File: src/rtl/multi_timer.sv
// multi_timer: CHANNELS independent down-counting timers on the Peribus.
// Each channel has a prescaler, one-shot or auto-reload mode, a sticky
// write-1-to-clear expiry flag and an interrupt enable. irq ORs all enabled
// flags. Defining MULTI_TIMER_PWM_EN adds per-channel COMPARE registers and
// the registered pwm_out port.
//
// Bus handshake: a cycle with chipselect & write_en commits write_data to
// addr = {channel, reg[2:0]} on the next rising edge; a cycle with
// chipselect & read_en loads read_data on the next rising edge, and
// read_data holds its value in every other cycle. There is no stall.
module multi_timer #(
    parameter int CHANNELS = 4,
    parameter int WIDTH    = 16,
    parameter int PRE_BITS = 8,
    parameter int ADDR_W   = $clog2(CHANNELS) + 3
) (
    input  logic                clock,
    input  logic                reset_n,
    input  logic                chipselect,
    input  logic [ADDR_W-1:0]   addr,
    input  logic                write_en,
    input  logic [15:0]         write_data,
    input  logic                read_en,
    output logic [15:0]         read_data,
    output logic                irq
`ifdef MULTI_TIMER_PWM_EN
    ,
    output logic [CHANNELS-1:0] pwm_out
`endif
);

    // Per-channel state
    logic [WIDTH-1:0]    count_q     [CHANNELS];
    logic [WIDTH-1:0]    period_q    [CHANNELS];
    logic [PRE_BITS-1:0] prescale_q  [CHANNELS];
    logic [PRE_BITS-1:0] pre_count_q [CHANNELS];
    logic [CHANNELS-1:0] run_q;
    logic [CHANNELS-1:0] reload_q;
    logic [CHANNELS-1:0] irq_en_q;
    logic [CHANNELS-1:0] flag_q;
`ifdef MULTI_TIMER_PWM_EN
    logic [WIDTH-1:0]    compare_q   [CHANNELS];
    logic [CHANNELS-1:0] pwm_en_q;
    logic [CHANNELS-1:0] pwm_q;
`endif

    // Decoded bus and per-channel event strobes
    logic [31:0]         ch_sel;
    logic [2:0]          reg_sel;
    logic [CHANNELS-1:0] wr_count;
    logic [CHANNELS-1:0] wr_period;
    logic [CHANNELS-1:0] wr_ctrl;
    logic [CHANNELS-1:0] wr_status;
    logic [CHANNELS-1:0] wr_cmp;
    logic [CHANNELS-1:0] tick;
    logic [CHANNELS-1:0] expire;
    logic [15:0]         rd_val;

    // Not every write_data bit maps onto a register field.
    logic unused_wdata;
    assign unused_wdata = ^write_data;

    // Channel index is everything above the 3-bit register field; indices
    // past CHANNELS simply match no channel, so they read 0 and drop writes.
    assign ch_sel  = 32'(addr >> 3);
    assign reg_sel = addr[2:0];

    // Decode writes per channel and derive prescaler ticks and expiries.
    // A COUNT write in a tick cycle suppresses the expiry entirely.
    always_comb begin
        for (int i = 0; i < CHANNELS; i++) begin
            wr_count[i]  = chipselect && write_en && (ch_sel == 32'(i)) && (reg_sel == 3'd0);
            wr_period[i] = chipselect && write_en && (ch_sel == 32'(i)) && (reg_sel == 3'd1);
            wr_ctrl[i]   = chipselect && write_en && (ch_sel == 32'(i)) && (reg_sel == 3'd2);
            wr_status[i] = chipselect && write_en && (ch_sel == 32'(i)) && (reg_sel == 3'd3);
            wr_cmp[i]    = chipselect && write_en && (ch_sel == 32'(i)) && (reg_sel == 3'd4);
            tick[i]      = run_q[i] && (pre_count_q[i] == '0);
            expire[i]    = tick[i] && (count_q[i] == '0) && !wr_count[i];
        end
    end

    // Channel state: prescaler, counter, configuration, flag and pwm.
    always_ff @(posedge clock or negedge reset_n) begin
        if (!reset_n) begin
            for (int i = 0; i < CHANNELS; i++) begin
                count_q[i]     <= '0;
                period_q[i]    <= '0;
                prescale_q[i]  <= '0;
                pre_count_q[i] <= '0;
`ifdef MULTI_TIMER_PWM_EN
                compare_q[i]   <= '0;
`endif
            end
            run_q    <= '0;
            reload_q <= '0;
            irq_en_q <= '0;
            flag_q   <= '0;
`ifdef MULTI_TIMER_PWM_EN
            pwm_en_q <= '0;
            pwm_q    <= '0;
`endif
        end else begin
            for (int i = 0; i < CHANNELS; i++) begin
                // Prescaler idles at 0 so the first tick lands in the first run cycle.
                if (!run_q[i]) begin
                    pre_count_q[i] <= '0;
                end else if (tick[i]) begin
                    pre_count_q[i] <= prescale_q[i];
                end else begin
                    pre_count_q[i] <= pre_count_q[i] - PRE_BITS'(1);
                end

                // Counter: bus write beats the tick; expiry reloads or parks at 0.
                if (wr_count[i]) begin
                    count_q[i] <= write_data[WIDTH-1:0];
                end else if (tick[i]) begin
                    if (count_q[i] != '0) begin
                        count_q[i] <= count_q[i] - WIDTH'(1);
                    end else if (reload_q[i]) begin
                        count_q[i] <= period_q[i];
                    end
                end

                if (wr_period[i]) begin
                    period_q[i] <= write_data[WIDTH-1:0];
                end

                // CONTROL write beats a one-shot auto-stop in the same cycle.
                if (wr_ctrl[i]) begin
                    run_q[i]      <= write_data[0];
                    reload_q[i]   <= write_data[1];
                    irq_en_q[i]   <= write_data[2];
                    prescale_q[i] <= write_data[8 +: PRE_BITS];
`ifdef MULTI_TIMER_PWM_EN
                    pwm_en_q[i]   <= write_data[3];
`endif
                end else if (expire[i] && !reload_q[i]) begin
                    run_q[i] <= 1'b0;
                end

                // Expiry set beats a simultaneous write-1-to-clear.
                if (expire[i]) begin
                    flag_q[i] <= 1'b1;
                end else if (wr_status[i] && write_data[1]) begin
                    flag_q[i] <= 1'b0;
                end

`ifdef MULTI_TIMER_PWM_EN
                if (wr_cmp[i]) begin
                    compare_q[i] <= write_data[WIDTH-1:0];
                end
                pwm_q[i] <= run_q[i] && pwm_en_q[i] && (count_q[i] < compare_q[i]);
`endif
            end
        end
    end

    // Read mux: zero-extended fields of the addressed channel register.
    always_comb begin
        rd_val = '0;
        for (int i = 0; i < CHANNELS; i++) begin
            if (ch_sel == 32'(i)) begin
                case (reg_sel)
                    3'd0: rd_val[WIDTH-1:0] = count_q[i];
                    3'd1: rd_val[WIDTH-1:0] = period_q[i];
                    3'd2: begin
                        rd_val[8 +: PRE_BITS] = prescale_q[i];
`ifdef MULTI_TIMER_PWM_EN
                        rd_val[3] = pwm_en_q[i];
`endif
                        rd_val[2] = irq_en_q[i];
                        rd_val[1] = reload_q[i];
                        rd_val[0] = run_q[i];
                    end
                    3'd3: begin
                        rd_val[1] = flag_q[i];
                        rd_val[0] = run_q[i];
                    end
`ifdef MULTI_TIMER_PWM_EN
                    3'd4: rd_val[WIDTH-1:0] = compare_q[i];
`endif
                    default: rd_val = '0;
                endcase
            end
        end
    end

    // Registered read data, held between reads.
    always_ff @(posedge clock or negedge reset_n) begin
        if (!reset_n) begin
            read_data <= '0;
        end else if (chipselect && read_en) begin
            read_data <= rd_val;
        end
    end

    assign irq = |(flag_q & irq_en_q);

`ifdef MULTI_TIMER_PWM_EN
    assign pwm_out = pwm_q;
`else
    logic unused_cmp;
    assign unused_cmp = ^wr_cmp;
`endif

endmodule

File: config.mk
export PLATFORM = sky130hd
export DESIGN_NAME = multi_timer
export DESIGN_NICKNAME = d
export VERILOG_FILES = /design/src/rtl/multi_timer.sv
export SDC_FILE = /design/constraint.sdc
export NUM_CORES = 1
export LEC_CHECK = 0
export CAP_MARGIN = 40
export CORE_MARGIN = 5
export CORE_UTILIZATION = 49
export CTS_CLUSTER_SIZE = 40
export DETAILED_ROUTE_END_ITERATION = 6
export GPL_TIMING_DRIVEN = 0
export MAX_ROUTING_LAYER = met4
export PLACE_DENSITY = 0.62
export SLEW_MARGIN = 20
export SYNTH_ARGS = -nofsm -noshare
export SYNTH_HDL_FRONTEND = slang
export SYNTH_SLANG_ARGS = --single-unit
File: constraint.sdc
create_clock -name clock -period 3 [get_ports clock]
set_input_delay 0.9 -clock clock [delete_from_list [all_inputs] [get_ports clock]]
set_output_delay 0.9 -clock clock [all_outputs]
set_load 0.005 [all_outputs]
==> metrics.log, run 1 <==
INFO  metric synth_fa_ha_area_share = 1.159%
INFO  metric cp.required = 3480 ps
INFO  metric ff2ff_setup_slack = 210 ps
INFO  metric critPathCaptureType = flip-flop
INFO  metric synthesized_instance_count = 1385
INFO  metric grt_setup_unrepaired = true
INFO  metric stage_delay_of_the_slowest_cell_on_the_critical_path = 530 ps
INFO  metric slew_headroom = 36.68%
INFO  metric routed_via_density = 6.340
INFO  metric power_density = 712.1 nW/um2
INFO  metric ys.warnings.count = 0
INFO  metric mostFrequentLayoutCell = sky130_fd_sc_hd__dfrtp_1
INFO  metric cts_sinks = 224
INFO  metric finalWirelength = 44.63 mm
INFO  metric antenna_violations_before_repair = 2
INFO  metric cts-htree-levels = 1
INFO  metric tns = 0 ps
INFO  metric synth.mux.area_fraction = 13.99%
INFO  metric p_int = 6904 uW
INFO  metric critPathLaunchType = input port
INFO  metric initial_core_util = 49.71%
INFO  metric synth-main-ff-cell = sky130_fd_sc_hd__dfrtp_1
INFO  metric clkSlewWorstSetupHoldPaths = 60 ps
INFO  metric synth_top_family_by_area = compound AO/OA/AOI/OAI gates
INFO  metric setup.worst_path.class = in2reg
INFO  metric cts_hold_buffers = 0
INFO  metric die_x = 172.6 um
INFO  metric critical_path.cell_chain = clkdlybuf4s50_1 -> clkbuf_2 -> nor2_1 -> and2_1 -> clkbuf_1 -> clkbuf_2 -> a22oi_1 -> o22ai_1 -> nor3_1 -> nor2_1
INFO  metric seqPwrFrac = 40.6%
INFO  metric finish.net_count = 1501
INFO  metric die_outline_area = 29790 um2
INFO  metric rr_startpoint = count_q[16]
INFO  metric sequential_element_share_of_the_synthesized_area = 43.27%
INFO  metric status = complete, no violations
INFO  metric wl_per_cell = 24.53 um
INFO  metric die_height = 172.6 um
INFO  metric psw = 3706 uW
INFO  metric flow.area_growth_from_synthesis = 15.02%
INFO  metric power.share.clock = 30.5%
INFO  metric synthDominantAreaCellType = sky130_fd_sc_hd__dfrtp_1
INFO  metric clock_tree.root_cell = sky130_fd_sc_hd__clkbuf_16
INFO  metric antenna_violating_nets_left = 0
INFO  metric drt_pre_antenna_iters = 5
INFO  metric reg2regPathDepth = 10
INFO  metric clock_insertion_delay_worst_skew = 550 ps
INFO  metric combinationalPowerShare = 28.8%
INFO  metric post-synth-top-area-fraction = 43.27%
INFO  metric tritoncts.num_buffers = 26
INFO  metric power.ir.vdd_worst = 0.0005027 V
INFO  metric async_set_or_reset_register_ratio_after_synthesis = 100.0%
INFO  metric layout-drive-gt1-share = 16.39%
INFO  metric max_freq = 339.5 MHz
INFO  metric timing_max_transition_violations_final = 0
INFO  metric worst_path_max_delay_cell = sky130_fd_sc_hd__clkdlybuf4s50_1
INFO  metric synth.lib_cells_used.distinct = 70
INFO  metric io-pin-count = 43
INFO  metric timing.critical_path.fanout_max = 10
INFO  metric period_share = 98.20%
INFO  metric synth_xor_area_share = 2.434%
INFO  metric via_count = 11530
INFO  metric post-cts-setup-buffer-count = 0
INFO  metric sequential_cell_area = 5605 um2
INFO  metric tritoncts = yes
INFO  metric grt_remaining_overflow = 0
INFO  metric drv.max_cap_violation_count = 0
INFO  metric synth_edf_count = 0
INFO  metric cp_num_buf_inv = 4
INFO  metric multiInputGateArea = 6887 um2
INFO  metric vias_in_the_first_global_route = 11140
INFO  metric synth.cell_area = 12950 um2
INFO  metric r2r-end = count_q[20]
INFO  metric worst_pin_slew = 949.8 ps
INFO  metric fin_hold_viols = 0
INFO  metric dr.first_iter.drc_count = 1203
INFO  metric post_synth_main_area_contributors = sky130_fd_sc_hd__dfrtp_1, sky130_fd_sc_hd__mux2_2, sky130_fd_sc_hd__nand2_1
INFO  metric timing.clock.skew = 7.857 ps
INFO  metric finalInstanceArea = 14900 um2
INFO  metric io_buffer_count = 38
INFO  metric min_period = 2946 ps
INFO  metric all_layer_gr_usage = 29.81%
INFO  metric grt_max_degree = 87
INFO  metric power.static_leakage = 0.006348 uW
INFO  metric fin_hold_ws = 317.8 ps
INFO  metric placeable_core_region = 26060 um2
INFO  metric filler_cell_count = 2376
INFO  metric synth-seq-cells = 224
INFO  metric place_hpwl = 32.12 mm
INFO  metric placement_rows = 59
INFO  metric post_synthesis_compound_gate_area_fraction = 17.94%
INFO  metric critical_path.top_delay_family = buffers and inverters
INFO  metric number_of_buffers_on_the_longest_clock_path = 3
INFO  metric synth-simple-area-share = 17.11%
INFO  metric postPlaceCellArea = 13920 um2
INFO  metric cp_data_arrival_time = 3420 ps
INFO  metric global_route_wire_length_before_repair = 68.11 mm
INFO  metric mostFrequentLayoutCells = sky130_fd_sc_hd__dfrtp_1, sky130_fd_sc_hd__nand2_1, sky130_fd_sc_hd__nor2_1
INFO  metric finalSetupViolCount = 0
INFO  metric hp-class = in2async
INFO  metric swShare = 34.93%
INFO  metric synth.net_count = 1423
INFO  metric synth.avg_cell_area = 9.354 um2
INFO  metric gp_weighted_congestion = 1.015
INFO  metric drc = 0
kinds of logic after synthesis:
group                    after synthesis
flip-flops                           224
XOR/XNOR                              36
AND/OR/NAND/NOR                      463
AO/OA/AOI/OAI                        353
buffers and inverters                134
adder cells (fa/ha/maj)               12
multiplexers                         163
per-stage QoR:
stage | total power [uW] | utilization (%) | setup slack [ps] | cells
2_1_floorplan | 6293 | - | 241.3 | 1385
3_3_place_gp | 7229 | 52.78 | -8805 | 1758
3_5_place_dp | 7322 | 53.42 | -890.7 | 1770
4_1_cts | 10570 | 56.93 | 1.018 | 1818
5_1_grt | 11170 | 57.18 | -4.393 | 1819
6_report | 10610 | 57.18 | 54.11 | 1819
synthesized netlist by cell type, types with 25 or more instances:
cell type	number
sky130_fd_sc_hd__a21oi_1	72
sky130_fd_sc_hd__a31oi_1	32
sky130_fd_sc_hd__clkbuf_1	84
sky130_fd_sc_hd__dfrtp_1	224
sky130_fd_sc_hd__inv_1	28
sky130_fd_sc_hd__mux2_2	105
sky130_fd_sc_hd__mux2i_1	54
sky130_fd_sc_hd__nand2_1	153
sky130_fd_sc_hd__nand3_1	35
sky130_fd_sc_hd__nor2_1	132
sky130_fd_sc_hd__nor3_1	31
sky130_fd_sc_hd__o211ai_1	26
sky130_fd_sc_hd__o21ai_0	76
sky130_fd_sc_hd__o22ai_1	25
sky130_fd_sc_hd__xnor2_1	26
power groups by stage:
stage	logic [uW]	clock network, uW	registers [uW]
2_1_floorplan	2170	0	4120
3_3_place_gp	2920	0	4310
3_5_place_dp	2990	0	4330
4_1_cts	3020	3270	4280
5_1_grt	3390	3390	4390
6_report	3060	3240	4310
worst max-delay path by stage:
stage,cells after the start,slack (ps),startpoint,to
2_1_floorplan,6,240,chipselect,period_q[38]
3_3_place_gp,1,-8800,reset_n,period_q[22]
3_5_place_dp,6,-890,addr[4],period_q[27]
4_1_cts,9,1,addr[1],count_q[30]
5_1_grt,9,-4,addr[1],read_data[2]
6_report,10,50,addr[2],read_data[7]
registers in the layout, indices dropped and copies added (netlist names):
signal,cells
flag_q,4
prescale_q,32
period_q,64
read_data,16
pre_count_q,32
irq_en_q,4
run_q,4
reload_q,4
count_q,64
layout make-up:
cell class              instances  area share, %
multi-input cells            1027          46.22
plain buffers                 105          3.048
clock inverters                 9         0.7473
inverters                      28         0.7054
well taps                     335          2.813
clock buffers                  39          5.097
flip-flops and latches        224          37.62
repair buffers                 51          3.737
diodes                          1        0.01679
layer usage:
layer / routed length (um) / global-route usage (%) / up-vias
met2: 20030 / 44.09 / 473
met3: 2980 / 3.734 / 90
li1: - / - / 5209
met4: 1765 / 10.73 / 0
met1: 19850 / 42.47 / 5761
met5: 0 / - / -
timing repair:
item,in CTS,in global routing
gates resized for setup,21,33
pin swaps,0,0
cloned,0,0
hold endpoints to repair,0,0
endpoints found under the setup margin,102,76
Power figures use the tool's default switching activity.
==> inputs of run 2 (changes only) <==
- TNS_END_PERCENT: default -> 10
==> run 2 against run 1 <==
The run now ends with negative setup slack left. Total power hardly changed. Worst hold slack better by 4.5 ps. Largest cell class unchanged. Clock power hardly changed. Global-route usage stayed put. First-iteration DRC count is 5.5% higher.
==> metrics.log, run 2 (same netlist as run 1, synthesis figures left out) <==
INFO  metric io-pin-count = 43 (unchanged)
INFO  metric post-place-cells = 1770 (unchanged)
INFO  metric worst_path_max_delay_cell = sky130_fd_sc_hd__clkdlybuf4s50_1
INFO  metric power.static_leakage = 0.006338 uW (-0.15%)
INFO  metric timing.clock.skew = 7.093 ps (-0.7646 ps)
INFO  metric placement.setup.worst_slack = -890.7 ps (unchanged)
INFO  metric power.ir.vdd_worst = 0.0005021 V (-0.11%)
INFO  metric all_layer_gr_usage = 29.81% (unchanged)
INFO  metric dr.first_iter.drc_count = 1269 (+5.5%)
INFO  metric worst_pin_slew = 948.4 ps (-1.489 ps)
INFO  metric grt_setup_unrepaired = true
INFO  metric placement_rows = 59 (unchanged)
INFO  metric initial_core_util = 49.71% (unchanged)
INFO  metric crit_path_frequent_cell = sky130_fd_sc_hd__clkbuf_1
INFO  metric post-cts-setup-buffer-count = 0 (unchanged)
INFO  metric critical_path.cell_chain = clkdlybuf4s50_1 -> or3_1 -> clkbuf_1 -> nor2_1 -> clkbuf_1 -> o21ai_0 -> a22o_1
INFO  metric drc = 0 (unchanged)
INFO  metric cts-htree-levels = 1 (unchanged)
INFO  metric largest_registers = count_q x64, period_q x64
INFO  metric flow.area_growth_from_synthesis = 14.92% (about the same)
INFO  metric period_share = 103.3% (+5.1 points)
INFO  metric cp_data_arrival_time = 3530 ps (+110 ps)
INFO  metric vias_in_the_first_global_route = 11140 (unchanged)
INFO  metric clkSlewWorstSetupHoldPaths = 60 ps (about the same)
INFO  metric timing_max_transition_violations_final = 0 (unchanged)
INFO  metric antenna_violations_before_repair = 2 (unchanged)
INFO  metric stage_delay_of_the_slowest_cell_on_the_critical_path = 550 ps (+20 ps)
INFO  metric hp-class = in2async
INFO  metric topRoutingLayerUsed = met4
INFO  metric status = finished with violations
INFO  metric mostFrequentLayoutCells = sky130_fd_sc_hd__dfrtp_1, sky130_fd_sc_hd__nand2_1, sky130_fd_sc_hd__nor2_1
INFO  metric tns = -467.9 ps (-467.9 ps)
INFO  metric cts_hold_buffers = 0 (unchanged)
INFO  metric tritoncts = yes
INFO  metric tritoncts.num_buffers = 26 (unchanged)
INFO  metric die_height = 172.6 um (unchanged)
INFO  metric gp_weighted_congestion = 1.015 (unchanged)
INFO  metric routed_via_density = 6.331 (-0.15%)
INFO  metric fin_hold_viols = 0 (unchanged)
INFO  metric setup.worst_path.class = in2reg
INFO  metric max_freq = 322.6 MHz (-5.0%)
INFO  metric violated_checks = negative setup slack
INFO  metric cp.required = 3430 ps (-50 ps)
INFO  metric drt_pre_antenna_iters = 5 (unchanged)
INFO  metric io_buffer_count = 38 (unchanged)
INFO  metric clock_tree.root_cell = sky130_fd_sc_hd__clkbuf_16
INFO  metric place_hpwl = 32.12 mm (unchanged)
INFO  metric min_period = 3100 ps (+153.9 ps)
INFO  metric layout-drive-gt1-share = 16.11% (-0.28 points)
INFO  metric critPathLaunchType = input port
INFO  metric met1_wire_length = 19.97 mm (+0.63%)
INFO  metric finish.net_count = 1502 (+0.067%)
INFO  metric finalSetupViolCount = 17 (+17)
INFO  metric critPathCaptureType = flip-flop
INFO  metric die_x = 172.6 um (unchanged)
INFO  metric drv.max_cap_violation_count = 0 (unchanged)
INFO  metric met2WireLength = 20.01 mm (-0.14%)
INFO  metric power_density = 712.8 nW/um2 (about the same)
INFO  metric cts_sinks = 224 (unchanged)
INFO  metric met3_wirelength = 2.867 mm (-3.8%)
INFO  metric number_of_buffers_on_the_longest_clock_path = 3 (unchanged)
INFO  metric grt_remaining_overflow = 0 (unchanged)
INFO  metric finalWirelength = 44.58 mm (-0.11%)
INFO  metric layout_setup_ws = -99.76 ps (-153.9 ps)
INFO  metric antenna_violating_nets_left = 0 (unchanged)
INFO  metric final_cells = 1820 (+0.055%)
INFO  metric wl_per_cell = 24.49 um (-0.16%)
INFO  metric timing.critical_path.fanout_max = 10 (unchanged)
INFO  metric clock_insertion_delay_worst_skew = 550 ps (about the same)
INFO  metric placeable_core_region = 26060 um2 (unchanged)
INFO  metric slew_headroom = 36.78% (+0.099 points)
INFO  metric grt_max_degree = 87 (unchanged)
INFO  metric filler_cell_count = 2380 (+0.17%)
INFO  metric global_route_wire_length_before_repair = 68.11 mm (unchanged)
INFO  metric via_count = 11520 (-0.095%)
INFO  metric mostFrequentLayoutCell = sky130_fd_sc_hd__dfrtp_1
INFO  metric design_power_total = 10610 uW (about the same)
INFO  metric die_outline_area = 29790 um2 (unchanged)
run 2: cell types whose count changed in the layout (fill, tap and decap cells not counted), sizes merged:
cell,previous run,this run
buf,34,35
run 2: power by group:
part	internal [uW]	switching [uW]	total, uW	leakage (uW)
clock	1920	1310	3240	0.000423
sequential	3620	686	4310	0.00285
combinational	1360	1710	3070	0.00306
total	6900	3710	10600	0.00634
run 2: worst max-delay path, delay by kind of cell:
kind | cells | cell delay (ps)
AND/OR/NAND/NOR | 2 | 940
buffers and inverters | 3 | 1280
AO/OA/AOI/OAI | 2 | 400
run 2: final timing paths:
path	startpoint	endpoint	slack [ps]	cells after the start
min in group clock	read_data[11]	read_data[11]	490	2
hold / removal	reset_n	period_q[60]	320	1
hold reg to reg	read_data[11]	read_data[11]	490	2
max in group asynchronous	reset_n	period_q[22]	1840	2
setup / recovery	addr[1]	count_q[19]	-100	7
setup reg to reg	pre_count_q[16]	count_q[43]	170	8
run 2: area by class of cell:
class | count | area (um2) | area share, %
Tap cell | 335 | 419.2 | 2.815
Multi-Input combinational cell | 1027 | 6872 | 46.16
Antenna cell | 1 | 2.502 | 0.01681
Clock buffer | 39 | 759.5 | 5.101
Clock inverter | 9 | 111.4 | 0.7480
Buffer | 106 | 456.7 | 3.067
Timing Repair Buffer | 51 | 556.8 | 3.740
Sequential cell | 224 | 5605 | 37.65
Inverter | 28 | 105.1 | 0.7059
run 2: timing repair:
| item | in CTS | in global routing |
|---|---|---|
| cloned | 0 | 0 |
| pin swaps | 0 | 1 |
| endpoints found under the setup margin | 102 | 75 |
| gates resized for setup | 21 | 27 |
run 2: routing by layer:
metal  GRT usage, %  vias up
met1          42.47     5743
met5              -        -
met2          44.09      462
li1               -     5222
met3          3.734       95
met4          10.73        0
run 2: stage by stage:
step	cell area (um2)	utilization (%)	hold WS [ps]
floorplan	12950	-	455.1
global placement	13750	52.78	466.6
detailed placement	13920	53.42	473.4
CTS	14830	56.93	327.9
global route	14890	57.13	356.6
finish	14890	57.13	322.2
